`src/rtl/counter_pkg.sv`:
```
// Shared types and default sizes for the up/down counter sweep sequencer.
//   state_t   : sequencer FSM states
//   *_DEF     : default widths used by counter_sweep_ctrl
package counter_pkg;
  localparam int W_DEF     = 4;
  localparam int DIV_W_DEF = 8;
  localparam int NSW_W_DEF = 8;

  typedef enum logic [1:0] {IDLE, LOAD, UP, DOWN} state_t;
endpackage

```
`src/rtl/step_tick.sv`:
```
// Step prescaler: raises tick on every (div+1)-th cycle in which run is high.
//   clk, rst : clock, async active-high reset
//   clear    : restart the prescaler from 0
//   run      : advance the prescaler; low freezes it at its current value
//   div      : period minus one
//   tick     : combinational, high on the cycle the prescaler equals div
module step_tick #(
  parameter int DIV_W = 8
) (
  input  logic             clk,
  input  logic             rst,
  input  logic             clear,
  input  logic             run,
  input  logic [DIV_W-1:0] div,
  output logic             tick
);
  logic [DIV_W-1:0] pre;

  assign tick = run && (pre == div);

  always_ff @(posedge clk or posedge rst) begin
    if (rst)        pre <= '0;
    else if (clear) pre <= '0;
    else if (run)   pre <= tick ? '0 : pre + 1'b1;
  end
endmodule

```
`src/rtl/counter_sweep_ctrl.sv`:
```
// Sequencer that drives an external up/down counter through ping-pong sweeps
// lo_bound -> hi_bound -> lo_bound, num_sweeps times (0 = until abort), one
// step every step_div+1 cycles. count_in is the counter's output and is used
// to decide when to turn around.
//   clk, reset            : clock, async active-high reset
//   start/abort/pause     : control (start sampled in IDLE, abort wins all)
//   lo_bound, hi_bound,
//   num_sweeps, step_div  : sweep parameters, latched on an accepted start
//   count_in              : counter feedback
//   ctr_*                 : counter enable / set / set_value / up_down
//   busy, done, aborted,
//   err, sweep_cnt        : status (done/aborted/err are 1-cycle pulses)
module counter_sweep_ctrl
  import counter_pkg::*;
#(
  parameter int W     = W_DEF,
  parameter int DIV_W = DIV_W_DEF,
  parameter int NSW_W = NSW_W_DEF
) (
  input  logic             clk,
  input  logic             reset,
  input  logic             start,
  input  logic             abort,
  input  logic             pause,
  input  logic [W-1:0]     lo_bound,
  input  logic [W-1:0]     hi_bound,
  input  logic [NSW_W-1:0] num_sweeps,
  input  logic [DIV_W-1:0] step_div,
  input  logic [W-1:0]     count_in,
  output logic             ctr_enable,
  output logic             ctr_set,
  output logic [W-1:0]     ctr_set_value,
  output logic             ctr_up_down,
  output logic             busy,
  output logic             done,
  output logic             aborted,
  output logic             err,
  output logic [NSW_W-1:0] sweep_cnt
);
  state_t           state;
  logic [W-1:0]     lo_q, hi_q;
  logic [NSW_W-1:0] num_q;
  logic [DIV_W-1:0] div_q;
  logic             tick;
  logic             stepping;
  logic             at_top, at_bot, last_sweep;

  assign stepping = (state == UP) || (state == DOWN);

  // Prescaler only runs while sweeping; LOAD and IDLE hold it at 0 so the
  // first step lands a fixed step_div+1 cycles after entering UP.
  step_tick #(.DIV_W(DIV_W)) u_tick (
    .clk   (clk),
    .rst   (reset),
    .clear (!stepping),
    .run   (busy && !pause),
    .div   (div_q),
    .tick  (tick)
  );

  // Decisions use the pre-step count at the edge where the registered enable
  // actually makes the counter move.
  assign at_top     = (count_in == hi_q - W'(1));
  assign at_bot     = (count_in == lo_q + W'(1));
  assign last_sweep = (num_q != '0) && (sweep_cnt + NSW_W'(1) == num_q);

  always_ff @(posedge clk or posedge reset) begin
    if (reset) begin
      state         <= IDLE;
      lo_q          <= '0;
      hi_q          <= '0;
      num_q         <= '0;
      div_q         <= '0;
      ctr_enable    <= 1'b0;
      ctr_set       <= 1'b0;
      ctr_set_value <= '0;
      ctr_up_down   <= 1'b0;
      busy          <= 1'b0;
      done          <= 1'b0;
      aborted       <= 1'b0;
      err           <= 1'b0;
      sweep_cnt     <= '0;
    end else begin
      ctr_set <= 1'b0;
      done    <= 1'b0;
      aborted <= 1'b0;
      err     <= 1'b0;
      if (abort) begin
        state      <= IDLE;
        ctr_enable <= 1'b0;
        busy       <= 1'b0;
        aborted    <= busy;
      end else begin
        case (state)
          IDLE: begin
            if (start) begin
              if (lo_bound < hi_bound) begin
                lo_q          <= lo_bound;
                hi_q          <= hi_bound;
                num_q         <= num_sweeps;
                div_q         <= step_div;
                sweep_cnt     <= '0;
                ctr_set       <= 1'b1;
                ctr_set_value <= lo_bound;
                busy          <= 1'b1;
                state         <= LOAD;
              end else begin
                err <= 1'b1;
              end
            end
          end
          LOAD: begin
            ctr_up_down <= 1'b1;
            state       <= UP;
          end
          UP: begin
            ctr_enable <= tick;
            if (ctr_enable && at_top) begin
              state       <= DOWN;
              ctr_up_down <= 1'b0;
            end
          end
          DOWN: begin
            ctr_enable <= tick;
            if (ctr_enable && at_bot) begin
              sweep_cnt <= sweep_cnt + NSW_W'(1);
              if (last_sweep) begin
                state      <= IDLE;
                ctr_enable <= 1'b0;
                busy       <= 1'b0;
                done       <= 1'b1;
              end else begin
                state       <= UP;
                ctr_up_down <= 1'b1;
              end
            end
          end
          default: state <= IDLE;
        endcase
      end
    end
  end
endmodule

```
`config.mk`:
```
export PLATFORM = sky130hd
export DESIGN_NAME = counter_sweep_ctrl
export DESIGN_NICKNAME = d
export VERILOG_FILES = /design/src/rtl/counter_pkg.sv /design/src/rtl/step_tick.sv /design/src/rtl/counter_sweep_ctrl.sv
export SDC_FILE = /design/constraint.sdc
export NUM_CORES = 1
export LEC_CHECK = 0
export BUFFER_PORTS_ARGS = -buffer_cell sky130_fd_sc_hd__buf_2
export CORE_UTILIZATION = 55
export CTS_CLUSTER_SIZE = 8
export DETAILED_ROUTE_END_ITERATION = 10
export GPL_TIMING_DRIVEN = 1
export PLACE_DENSITY = 0.76
export SLEW_MARGIN = 20
export SYNTH_ARGS = -nofsm -noshare
export SYNTH_HDL_FRONTEND = slang
export SYNTH_HIERARCHICAL = 1
export SYNTH_SLANG_ARGS = --single-unit
```
`constraint.sdc`:
```
create_clock -name clk -period 2.3 [get_ports clk]
set_input_delay 0.46 -clock clk [delete_from_list [all_inputs] [get_ports clk]]
set_output_delay 0.46 -clock clk [all_outputs]
set_load 0.02 [all_outputs]
```
==> out/results.env, run 1 <==
POST_SYNTH_NUM_CELL_TYPES=49
DRC=0
POSTCTSHOLDBUFS=0
FLOORPLAN.DIE.HEIGHT_UM=72.2
LEAKAGEPOWER_nW=1.43
MAX_CLOCK_FREQ_MHz=471
CRITICAL_PATH_PEAK_FANOUT=8
LAYOUT-AREA-OVERHEAD-VS-SYNTH_PCT=17.0
FLOORPLAN.INITIALDENSITY=0.574
IO_PINS=52
ANTENNA_CELLS=0
DETAIL_ROUTE.WIRELENGTH_MM=5.52
CTS_BUFFER_DEPTH=2
GRT_OVERFLOW=0
FINALSETUPVIOLATIONS=0
GRT_MAX_DEGREE=24
SYNTH-EDFF-COUNT=0
WORSTSETUPSTARTPOINTTYPE='register'
SYNTH_CELLS=254
HOLD_VIOL_FINAL=0
AREA_LEADER_NETLIST='sky130_fd_sc_hd__dfrtp_1'
GRT_ANTENNA_BEFORE_REPAIR=0
CLOCK_ROOT_BUFFER_MASTER='sky130_fd_sc_hd__clkbuf_8'
FINAL-MAX-SLEW-VIOLATION-COUNT=0
FLOORPLAN.ROWS=25
POSTSYNTHNETCOUNT=294
TIMING.SETUP.CRITICAL_PATH_CLASS='register to register'
SYNTH.AREA.TOP_CELLS='sky130_fd_sc_hd__dfrtp_1 45%, sky130_fd_sc_hd__mux2_2 9.1%, sky130_fd_sc_hd__xnor2_1 8.4%'
POWER_DENSITY_nW_PER_UM2=877
SYNTH.AVG_CELL_AREA_SQ_UM=10.7
GRT_PASS1_WL_MM=9.21
SYNTHFLOPTYPE='sky130_fd_sc_hd__dfrtp_1'
WORST-ENDPOINT-REQUIRED_NS=2.52
PORT_BUFFERS=51
SYNTHMOSTINSTANTIATEDCELL='sky130_fd_sc_hd__dfrtp_1'
GP_CONGESTION=0.853
CRITICAL_PATH.ENDPOINT_TYPE='register'
DIE-WIDTH_UM=72.2
LAYOUT_MIN_CYCLE_TIME_NS=2.12
GRT_SETUP_UNREPAIRED='false'
VIAS_PER_CELL=5.47
HP-CLASS='input pin to asynchronous set/reset pin'
CTS.SINKS=49
POSTROUTEANTENNANETS=0
CTS_MADE_BUFFERS=5
SEQ_AREA_FRAC_SYNTH=0.452
GRT_PASS1_VIAS=2013
SYNTH.CELLS.MOST_FREQUENT='49 x sky130_fd_sc_hd__dfrtp_1, 26 x sky130_fd_sc_hd__xnor2_1, 22 x sky130_fd_sc_hd__mux2_2'
YOSYSWARNINGS=6
GROUTE.USAGE.OVERALL=0.228
RELSLEWSLACK=0.695
VDD_IR_DROP_MAX_V=0.000529
POST_ROUTE_CELLS_DRIVE_ABOVE_1_SHARE=0.309
CTS.HTREE.LEVELS=2
CTS_POST_SETUP_BUFFERS_INSERTED=0
DRT_ITER0_MARKERS=130
POST-DP-HPWL_MM=4.21
VIAS=2083
TIMING.FINAL.CRIT_SHARE=0.923
STATUS='complete, no violations'
YS_ASYNC_SR_FRACTION=1.00
FIRST_DRT_PASS_ITERATION_COUNT=4
MAPPEDNETLISTAREA_SQ_UM=2710
WORST_PATH_ARRIVAL_TIME_NS=2.34
FINALSETUPTNS_NS=0
FLOORPLAN.DIE_AREA_SQ_UM=5210
FINISH.NET_COUNT=353
TIGHTEST_SLEW_NS=0.455
WL_PER_CELL_UM=14.5
COREAREA_SQ_UM=4720
FINALHOLDWORSTSLACK_NS=0.101
SYNTH.FF_LATCH_COUNT=49
FIN_SKEW_NS=0.00911
POST_CTS.RESIZED_INSTANCES=0
TRITONCTS='built'
CLKTRANSATPATHREGS_NS=0.10
FILLER_CELL_COUNT=375
MAXCAPVIOLATIONS=0
CLK-INSERTION-DELAY-LATE_NS=0.30
POST-SYNTH-TOP-AREA-FRACTION=0.452
[per-layer routing]
layer | track usage | vias to the layer above | part of all wire
met5 | 0 | - | 0
met4 | 0.0719 | 0 | 0.0056
met3 | 0.0431 | 4 | 0.032
met2 | 0.373 | 55 | 0.48
met1 | 0.308 | 1009 | 0.48
li1 | - | 1015 | -
[logic make-up after synthesis]
| kind of cell | Yosys count | synth area share |
|---|---|---|
| simple gates | 66 | 0.132 |
| flops | 49 | 0.452 |
| compound gates | 44 | 0.118 |
| xor+xnor | 37 | 0.120 |
| buf+inv | 26 | 0.0425 |
| mux | 25 | 0.103 |
| fa+ha+maj | 7 | 0.0323 |
[layout by cell type, fill, tap and decap left out, types with 2 or more instances in the layout]
cell type | synthesis | routed
sky130_fd_sc_hd__nand3_1 | 5 | 5
sky130_fd_sc_hd__o211ai_1 | 3 | 3
sky130_fd_sc_hd__buf_4 | 0 | 9
sky130_fd_sc_hd__nor2_1 | 11 | 11
sky130_fd_sc_hd__o21ai_0 | 5 | 5
sky130_fd_sc_hd__o2111ai_1 | 2 | 2
sky130_fd_sc_hd__nand3b_1 | 2 | 2
sky130_fd_sc_hd__mux2_2 | 22 | 22
sky130_fd_sc_hd__a31oi_1 | 7 | 7
sky130_fd_sc_hd__xnor2_1 | 26 | 26
sky130_fd_sc_hd__nor3_1 | 9 | 9
sky130_fd_sc_hd__inv_1 | 17 | 17
sky130_fd_sc_hd__and2_1 | 2 | 2
sky130_fd_sc_hd__mux2i_1 | 2 | 2
sky130_fd_sc_hd__nand2b_1 | 5 | 5
sky130_fd_sc_hd__buf_2 | 1 | 51
sky130_fd_sc_hd__a211o_1 | 2 | 2
sky130_fd_sc_hd__dfrtp_1 | 49 | 49
sky130_fd_sc_hd__a21oi_1 | 10 | 10
sky130_fd_sc_hd__nand2_1 | 14 | 14
sky130_fd_sc_hd__clkinv_2 | 0 | 2
sky130_fd_sc_hd__a21o_1 | 2 | 2
sky130_fd_sc_hd__ha_1 | 7 | 7
sky130_fd_sc_hd__xor2_1 | 11 | 11
sky130_fd_sc_hd__clkbuf_8 | 0 | 5
sky130_fd_sc_hd__and3_1 | 4 | 4
sky130_fd_sc_hd__nand4_1 | 6 | 6
[layout make-up]
class / count / area [sq um] / area share
multi-input combinational: 179 / 1370 / 0.432
sequential: 49 / 1230 / 0.387
clock inverter: 3 / 17.5 / 0.00552
timing repair buffer: 61 / 343 / 0.108
tap: 67 / 83.8 / 0.0264
clock buffer: 5 / 68.8 / 0.0217
inverter: 17 / 63.8 / 0.0201
[where the power goes]
group / internal, mW / total (mW) / switching, mW
clock: 0.211 / 0.510 / 0.299
combinational: 0.508 / 0.960 / 0.452
sequential: 1.09 / 1.31 / 0.221
total: 1.81 / 2.78 / 0.972
[sequential cells by signal, indices dropped and copies added, names as in the netlist, 2 cells and up]
signal,flops
div_q,8
hi_q,4
lo_q,4
state,2
sweep_cnt,8
u_tick/pre,8
num_q,8
[through the flow]
stage                     instance area, sq um  utilization  setup WS (ns)  power [mW]  cells
after CTS                                 3170        0.672          0.161        2.81    381
after global routing                      3170        0.672         0.0170        2.97    381
after floorplan                           2710            -         0.0798        2.04    254
after global placement                    3090        0.653         0.0860        2.25    373
final                                     3170        0.672          0.178        2.78    381
after detailed placement                  3090        0.653         0.0461        2.29    373
[path summary, 6_finish.rpt]
path                             startpoint  depth (start not counted)  slack (ns)             to
worst max register to register      lo_q[0]                          8        0.18   sweep_cnt[1]
worst min register to register     div_q[3]                          1        0.52       div_q[3]
worst min-delay path                  reset                          2        0.10  u_tick/pre[1]
min in group clk                step_div[3]                          2        0.37       div_q[3]
max in group asynchronous             reset                          3        1.85   sweep_cnt[0]
worst max-delay path                lo_q[0]                          8        0.18   sweep_cnt[1]
[worst max-delay path, stage by stage, from the launching register on]
cell                       delay [ns]
sky130_fd_sc_hd__dfrtp_1         0.44
sky130_fd_sc_hd__ha_1            0.32
sky130_fd_sc_hd__xor2_1          0.16
sky130_fd_sc_hd__nor2_1          0.09
sky130_fd_sc_hd__nand4_1         0.28
sky130_fd_sc_hd__nand2b_1        0.26
sky130_fd_sc_hd__a21oi_2         0.12
sky130_fd_sc_hd__buf_4           0.17
sky130_fd_sc_hd__mux2i_1         0.21
No activity file was read; power rests on OpenSTA's default activity.
==> run 2, diff against run 1 <==
Settings changed: CELL_PAD_IN_SITES_DETAIL_PLACEMENT set to 2, CELL_PAD_IN_SITES_GLOBAL_PLACEMENT set to 2, CORE_UTILIZATION 55 to 35.
==> run 2 against run 1 <==
Net effect:
- worst setup slack worse by 0.040 ns
- critical endpoint is now ctr_enable
- global-route usage fell by 3.6 points
- clock power increased by 3%
- largest power group unchanged
==> out/results.env, run 2 (synthesis results as in run 1) <==
VDD_IR_DROP_MAX_V=0.000382  # was 0.000529 V
FLOORPLAN.DIE_AREA_SQ_UM=8100  # was 5210 sq um
RELSLEWSLACK=0.631  # was 0.695
WORST_PATH_DOMINANT_CELL_FAMILY='compound AO/OA/AOI/OAI gates'  # was simple AND/OR/NAND/NOR gates
POST-DP-HPWL_MM=5.72  # was 4.21 mm
REGISTER_AREA_SQ_UM=1230  # unchanged
MAXCAPVIOLATIONS=0  # unchanged
FINALHOLDWORSTSLACK_NS=0.122  # was 0.101 ns
FINAL-MAX-SLEW-VIOLATION-COUNT=0  # unchanged
MULTI_INPUT_AREA_SQ_UM=1380  # was 1370 sq um
CRITICAL_PATH_BUF_INV_COUNT=0  # was 1
DIE-WIDTH_UM=90.0  # was 72.2 um
FLOORPLAN.ROWS=31  # was 25
PLACED_CELLS=408  # was 373
IO_PINS=52  # unchanged
VIAS=2151  # was 2,083
CRITICAL_PATH.ENDPOINT_TYPE='register'  # unchanged
GROUTE.USAGE.OVERALL=0.191  # was 0.228
GRT_ANTENNA_BEFORE_REPAIR=0  # unchanged
POST_ROUTE_CELLS_DRIVE_ABOVE_1_SHARE=0.310  # was 0.309
POWER_DENSITY_nW_PER_UM2=891  # was 877 nW/um^2
TOTAL_POWER_mW=2.89  # was 2.78 mW
GP_CONGESTION=0.743  # was 0.853
TIMING.CRITICAL_PATH.MODE_CELL='sky130_fd_sc_hd__o211ai_1'
GRT_SETUP_UNREPAIRED='false'  # unchanged
CTS_MADE_BUFFERS=5  # unchanged
CTS.HTREE.LEVELS=2  # unchanged
POSTROUTEANTENNANETS=0  # unchanged
FLOORPLAN.DIE.HEIGHT_UM=90.0  # was 72.2 um
TRITONCTS='built'  # unchanged
FINALSETUPVIOLATIONS=0  # unchanged
CTS_POST_SETUP_BUFFERS_INSERTED=0  # unchanged
TIMING.FINAL.CRIT_SHARE=0.940  # was 0.923
COREAREA_SQ_UM=7370  # was 4720 sq um
WORST_PATH_ARRIVAL_TIME_NS=2.34  # about the same
CRITPATHMAXSTAGEDELAY_NS=0.39  # was 0.44 ns
MAX_CLOCK_FREQ_MHz=462  # was 471 MHz
WORST-ENDPOINT-REQUIRED_NS=2.48  # was 2.52 ns
WL_PER_CELL_UM=17.8  # was 14.5 um
STATUS='complete, no violations'  # unchanged
GRT_OVERFLOW=0  # unchanged
FINISH.NET_COUNT=356  # was 353
DRT_ITER0_MARKERS=57  # was 130
TIMING.CRITICAL_PATH.CELLS='ha_1 > xor2_1 > a211o_1 > a2111oi_4 > o211ai_1 > o211ai_1 > a21oi_1'  # was ha_1 > xor2_1 > nor2_1 > nand4_1 > nand2b_1 > a21oi_2 > buf_4 > mux2i_1
FLOORPLAN.INITIALDENSITY=0.368  # was 0.574
DRC=0  # unchanged
LAYOUT_MIN_CYCLE_TIME_NS=2.16  # was 2.12 ns
FIN_SKEW_NS=0.00539  # was 0.00911 ns
SLOWEST_STAGE='sky130_fd_sc_hd__dfrtp_1'  # unchanged
CTS.SINKS=49  # unchanged
CLK-INSERTION-DELAY-LATE_NS=0.30  # about the same
DETAIL_ROUTE.WIRELENGTH_MM=7.38  # was 5.52 mm
HP-CLASS='input pin to asynchronous set/reset pin'  # unchanged
CRITICAL_PATH_PEAK_FANOUT=5  # was 8
HOLD_VIOL_FINAL=0  # unchanged
CLOCK_ROOT_BUFFER_MASTER='sky130_fd_sc_hd__clkbuf_8'  # unchanged
CLKTRANSATPATHREGS_NS=0.09  # was 0.10 ns
LAYOUT.CORE_UTILIZATION=0.441  # was 0.672
FIRST_DRT_PASS_ITERATION_COUNT=4  # unchanged
GRT_MAX_DEGREE=42  # was 24
FILLER_CELL_COUNT=824  # was 375
GRT_PASS1_VIAS=2417  # was 2,013
WORSTSETUPSTARTPOINTTYPE='register'  # unchanged
ANTENNA_CELLS=0  # unchanged
TIMING.SETUP.CRITICAL_PATH_CLASS='register to register'  # unchanged
LAYOUT-AREA-OVERHEAD-VS-SYNTH_PCT=19.8  # was 17.0%
FINAL_CELL_MIX='51 x sky130_fd_sc_hd__buf_2, 49 x sky130_fd_sc_hd__dfrtp_1, 26 x sky130_fd_sc_hd__xnor2_1, 22 x sky130_fd_sc_hd__mux2_2, 17 x sky130_fd_sc_hd__inv_1'  # unchanged
FINALNONFILLERCELLS=415  # was 381
TIGHTEST_SLEW_NS=0.553  # was 0.455 ns
GRT_PASS1_WL_MM=12.4  # was 9.21 mm
LEAKAGEPOWER_nW=1.45  # was 1.43 nW
CTS_BUFFER_DEPTH=2  # unchanged
MOSTFREQUENTLAYOUTCELL='sky130_fd_sc_hd__buf_2'  # unchanged
VIAS_PER_CELL=5.18  # was 5.47
PORT_BUFFERS=51  # unchanged
==> run 2: routing by layer <==
metal / wire length, um / GRT usage
met5: 0 / 0
met4: 41 / 0.0363
met3: 146 / 0.0271
met2: 3770 / 0.340
met1: 3420 / 0.249
==> run 2: worst paths after layout <==
kind	slack [ns]	end	cells after the start	from
min in group clk	0.39	num_q[1]	2	num_sweeps[1]
hold / removal	0.12	u_tick/pre[0]	2	reset
setup / recovery	0.14	ctr_enable	7	sweep_cnt[0]
max in group asynchronous	1.62	lo_q[1]	3	reset
hold reg to reg	0.52	div_q[3]	1	div_q[3]
setup reg to reg	0.14	ctr_enable	7	sweep_cnt[0]
==> run 2: area by class of cell <==
| class | count | share of cell area |
|---|---|---|
| well taps | 99 | 0.0382 |
| inverters | 17 | 0.0197 |
| clock buffers | 7 | 0.0266 |
| flip-flops and latches | 49 | 0.378 |
| multi-input cells | 179 | 0.425 |
| repair buffers | 64 | 0.113 |
==> run 2: report_power, final <==
group          internal [mW]  total, mW  leakage, nW  switching (mW)
Sequential              1.09       1.32        0.628           0.230
Combinational          0.535       1.05        0.772           0.511
Clock                  0.240      0.526       0.0443           0.286
==> run 2: timing repair <==
action                                  in CTS  in global routing
gates resized for setup                      0                  1
endpoints found under the setup margin       0                  2
hold buffers                                 0                  0
==> run 2: metrics by stage <==
step	area, sq um	setup TNS [ns]	worst slack [ns]
6_report	3250	0	0.138
5_1_grt	3250	0	0.0207
4_1_cts	3230	0	0.0954
3_5_place_dp	3150	-0.123	-0.0262
3_3_place_gp	3150	0	0.0672
2_1_floorplan	2710	0	0.0798
==> run 3, diff against run 2 <==
Settings changed: ABC_AREA set to 1, CORE_UTILIZATION 35 to 31.
==> run 3 against run 2 <==
Net effect:
- final cell count increased by 51%
- highest routed layer unchanged
- largest power group is now combinational logic
- clock power rose by 46%
- core utilization is 6.2 points lower
- critical endpoint is now sweep_cnt[1]
- power rose by 24%
- non-clock buffer count shrank 5
- clock-buffer cell count decreased by 2
- via count is 40% higher
- cell area increased by 13%
- largest cell class unchanged
==> out/results.env, run 3 <==
WORST-ENDPOINT-REQUIRED_NS=2.50  # was 2.48 ns
FINISH.NET_COUNT=533  # was 356
GRT_PASS1_VIAS=3322  # was 2,417
SYNTH_CELLS=434  # was 254
IO_PINS=52  # unchanged
GRT_MAX_DEGREE=27  # was 42
POSTROUTEANTENNANETS=0  # unchanged
POST-DP-HPWL_MM=7.62  # was 5.72 mm
DIE-WIDTH_UM=102  # was 90.0 um
TIGHTEST_SLEW_NS=0.657  # was 0.553 ns
LEAKAGEPOWER_nW=1.91  # was 1.45 nW
POSTCTSHOLDBUFS=0  # unchanged
FINALSETUPTNS_NS=0  # unchanged
GRT_SETUP_UNREPAIRED='false'  # unchanged
DETAIL_ROUTE.WIRELENGTH_MM=9.52  # was 7.38 mm
FINAL-MAX-SLEW-VIOLATION-COUNT=0  # unchanged
YOSYSWARNINGS=6  # unchanged
FIN_SKEW_NS=0.00790  # was 0.00539 ns
CLKTRANSATPATHREGS_NS=0.10  # was 0.09 ns
POWER_DENSITY_nW_PER_UM2=971  # was 891 nW/um^2
GRT_ANTENNA_BEFORE_REPAIR=0  # unchanged
STATUS='complete, no violations'  # unchanged
SYNTH.AVG_CELL_AREA_SQ_UM=7.12  # was 10.7 sq um
ANTENNA_CELLS=0  # unchanged
VIAS=3005  # was 2,151
SYNTH.CELLS.MOST_FREQUENT='167 x sky130_fd_sc_hd__nand2_1, 50 x sky130_fd_sc_hd__inv_1, 49 x sky130_fd_sc_hd__dfrtp_1'  # was 49 x sky130_fd_sc_hd__dfrtp_1, 26 x sky130_fd_sc_hd__xnor2_1, 22 x sky130_fd_sc_hd__mux2_2
MOSTFREQUENTLAYOUTCELL='sky130_fd_sc_hd__nand2_1'  # was sky130_fd_sc_hd__buf_2
SYNTH.FF_LATCH_COUNT=49  # unchanged
COREAREA_SQ_UM=9730  # was 7370 sq um
TRITONCTS='built'  # unchanged
SYNTHFLOPTYPE='sky130_fd_sc_hd__dfrtp_1'  # unchanged
SYNTHMOSTINSTANTIATEDCELL='sky130_fd_sc_hd__nand2_1'  # was sky130_fd_sc_hd__dfrtp_1
MAXCAPVIOLATIONS=0  # unchanged
WL_PER_CELL_UM=15.2  # was 17.8 um
WORST_PATH_ARRIVAL_TIME_NS=2.23  # was 2.34 ns
CLOCK_ROOT_BUFFER_MASTER='sky130_fd_sc_hd__clkbuf_8'  # unchanged
FLOORPLAN.INITIALDENSITY=0.317  # was 0.368
POST-SYNTH-TOP-AREA-FRACTION=0.397  # was 0.452
PORT_BUFFERS=51  # unchanged
POSTSYNTHNETCOUNT=474  # was 294
SYNTH.AREA.TOP_CELLS='sky130_fd_sc_hd__dfrtp_1 40%, sky130_fd_sc_hd__nand2_1 20%, sky130_fd_sc_hd__inv_1 6.1%'  # was sky130_fd_sc_hd__dfrtp_1 45%, sky130_fd_sc_hd__mux2_2 9.1%, sky130_fd_sc_hd__xnor2_1 8.4%
FLOORPLAN.ROWS=36  # was 31
CRITICAL_PATH.ENDPOINT_TYPE='register'  # unchanged
TIMING.FINAL.CRIT_SHARE=0.884  # was 0.940
GP_CONGESTION=0.752  # was 0.743
TIMING.SETUP.CRITICAL_PATH_CLASS='register to register'  # unchanged
POST_ROUTE_CELLS_DRIVE_ABOVE_1_SHARE=0.217  # was 0.310
GROUTE.USAGE.OVERALL=0.203  # was 0.191
DRT_ITER0_MARKERS=60  # was 57
CTS.HTREE.LEVELS=2  # unchanged
POST_CTS.RESIZED_INSTANCES=0  # unchanged
HP-CLASS='input pin to asynchronous set/reset pin'  # unchanged
CTS.SINKS=49  # unchanged
VDD_IR_DROP_MAX_V=0.000397  # was 0.000382 V
FINALSETUPVIOLATIONS=0  # unchanged
AREA_LEADER_NETLIST='sky130_fd_sc_hd__dfrtp_1'  # unchanged
CLK-INSERTION-DELAY-LATE_NS=0.31  # was 0.30 ns
REG2REGPATHDEPTH=10  # was 7
VIAS_PER_CELL=4.79  # was 5.18
FINAL_DESIGN_AREA_NO_FILL_SQ_UM=3680  # was 3250 sq um
FIRST_DRT_PASS_ITERATION_COUNT=4  # unchanged
SEQ_AREA_FRAC_SYNTH=0.397  # was 0.452
WORSTSETUPSTARTPOINTTYPE='register'  # unchanged
FINAL_CELL_MIX='167 x sky130_fd_sc_hd__nand2_1, 51 x sky130_fd_sc_hd__buf_2, 49 x sky130_fd_sc_hd__inv_1, 49 x sky130_fd_sc_hd__dfrtp_1, 32 x sky130_fd_sc_hd__nand3_1'  # was 51 x sky130_fd_sc_hd__buf_2, 49 x sky130_fd_sc_hd__dfrtp_1, 26 x sky130_fd_sc_hd__xnor2_1, 22 x sky130_fd_sc_hd__mux2_2, 17 x sky130_fd_sc_hd__inv_1
GRT_OVERFLOW=0  # unchanged
CRITICAL_PATH_PEAK_FANOUT=16  # was 5
MAX_CLOCK_FREQ_MHz=492  # was 462 MHz
RELSLEWSLACK=0.559  # was 0.631
MAPPEDNETLISTAREA_SQ_UM=3090  # was 2710 sq um
YS_ASYNC_SR_FRACTION=1.00  # unchanged
CTS_POST_SETUP_BUFFERS_INSERTED=0  # unchanged
PLACEMENT.CELL_AREA_SQ_UM=3540  # was 3150 sq um
LAYOUT_MIN_CYCLE_TIME_NS=2.03  # was 2.16 ns
CTS_BUFFER_DEPTH=2  # unchanged
HOLD_VIOL_FINAL=0  # unchanged
LAYOUT-AREA-OVERHEAD-VS-SYNTH_PCT=19.2  # was 19.8%
FLOORPLAN.DIE.HEIGHT_UM=102  # was 90.0 um
POST_SYNTH_NUM_CELL_TYPES=35  # was 49
GRT_PASS1_WL_MM=16.1  # was 12.4 mm
CTS_MADE_BUFFERS=5  # unchanged
FLOORPLAN.DIE_AREA_SQ_UM=10400  # was 8100 sq um
DRC=0  # unchanged
SYNTH-EDFF-COUNT=0  # unchanged
-- run 3: cell types whose count changed in the layout (fill, tap and decap cells not counted), moves of 7 or more --
| cell | before | now |
|---|---|---|
| sky130_fd_sc_hd__nor2_2 | 0 | 7 |
| sky130_fd_sc_hd__xnor2_1 | 26 | 7 |
| sky130_fd_sc_hd__nand3_1 | 5 | 32 |
| sky130_fd_sc_hd__inv_2 | 0 | 7 |
| sky130_fd_sc_hd__nand2_2 | 0 | 8 |
| sky130_fd_sc_hd__mux2_2 | 22 | 0 |
| sky130_fd_sc_hd__a31oi_1 | 7 | 0 |
| sky130_fd_sc_hd__nor2_1 | 11 | 27 |
| sky130_fd_sc_hd__nand2_1 | 14 | 167 |
| sky130_fd_sc_hd__inv_1 | 17 | 49 |
| sky130_fd_sc_hd__o21ai_0 | 5 | 13 |
| sky130_fd_sc_hd__o21ai_2 | 0 | 8 |
| sky130_fd_sc_hd__a21oi_1 | 10 | 2 |
-- run 3: cell families (layout without fill, tap and decap cells) --
group,after synthesis,count (layout),synth area share
buf+inv,64,124,0.0823
compound gates,33,33,0.0689
xor+xnor,14,14,0.0397
fa+ha+maj,7,7,0.0284
flops,49,49,0.397
simple gates,267,267,0.384
-- run 3: cell type report --
cell class,count,area (sq um)
sequential,49,1230
inverter,57,214
fill,1210,6050
clock buffer,5,68.8
timing repair buffer,59,328
tap,133,166
clock inverter,3,68.8
multi-input combinational,321,1610
-- run 3: power by group --
group	total [mW]	internal (mW)	switching, mW
Clock	0.769	0.438	0.331
Sequential	1.34	1.11	0.239
Combinational	1.46	0.537	0.921
-- run 3: path summary, 6_finish.rpt --
check / from / endpoint / slack [ns]
worst min register to register: ctr_up_down / ctr_up_down / 0.49
worst max-delay path: lo_q[1] / sweep_cnt[1] / 0.27
worst max register to register: lo_q[1] / sweep_cnt[1] / 0.27
worst min-delay path: reset / u_tick/pre[1] / 0.10
max in group asynchronous: reset / div_q[5] / 1.62
min in group clk: num_sweeps[5] / num_q[5] / 0.34
-- run 3: stage by stage --
| stage | worst slack, ns | hold slack (ns) | total power, mW | std cells | util |
|---|---|---|---|---|---|
| final | 0.267 | 0.102 | 3.57 | 627 | 0.378 |
| after global routing | 0.0796 | 0.121 | 3.90 | 627 | 0.378 |
| after CTS | 0.202 | 0.101 | 3.65 | 627 | 0.378 |
| after detailed placement | 0.186 | 0.443 | 2.84 | 619 | 0.364 |
| after global placement | 0.266 | 0.444 | 2.76 | 619 | 0.364 |
| after floorplan | 0.459 | 0.276 | 2.36 | 434 | - |
-- run 3: per-layer routing --
layer	vias up	global-route usage	part of all wire
met5	-	0	0
met4	0	0.0569	0.017
met3	10	0.0331	0.026
met2	42	0.391	0.55
met1	1475	0.228	0.41
li1	1478	-	-
-- run 3: critical path, stage by stage (launching register included) --
cell and delay [ns]:
sky130_fd_sc_hd__dfrtp_1 0.45, sky130_fd_sc_hd__ha_1 0.32, sky130_fd_sc_hd__inv_1 0.04, sky130_fd_sc_hd__nand2_1 0.05
sky130_fd_sc_hd__nand3_1 0.06, sky130_fd_sc_hd__nor2_1 0.19, sky130_fd_sc_hd__nand3b_4 0.14, sky130_fd_sc_hd__a22oi_2 0.15
sky130_fd_sc_hd__nand2_2 0.27, sky130_fd_sc_hd__nand2_1 0.17, sky130_fd_sc_hd__o21ai_2 0.06
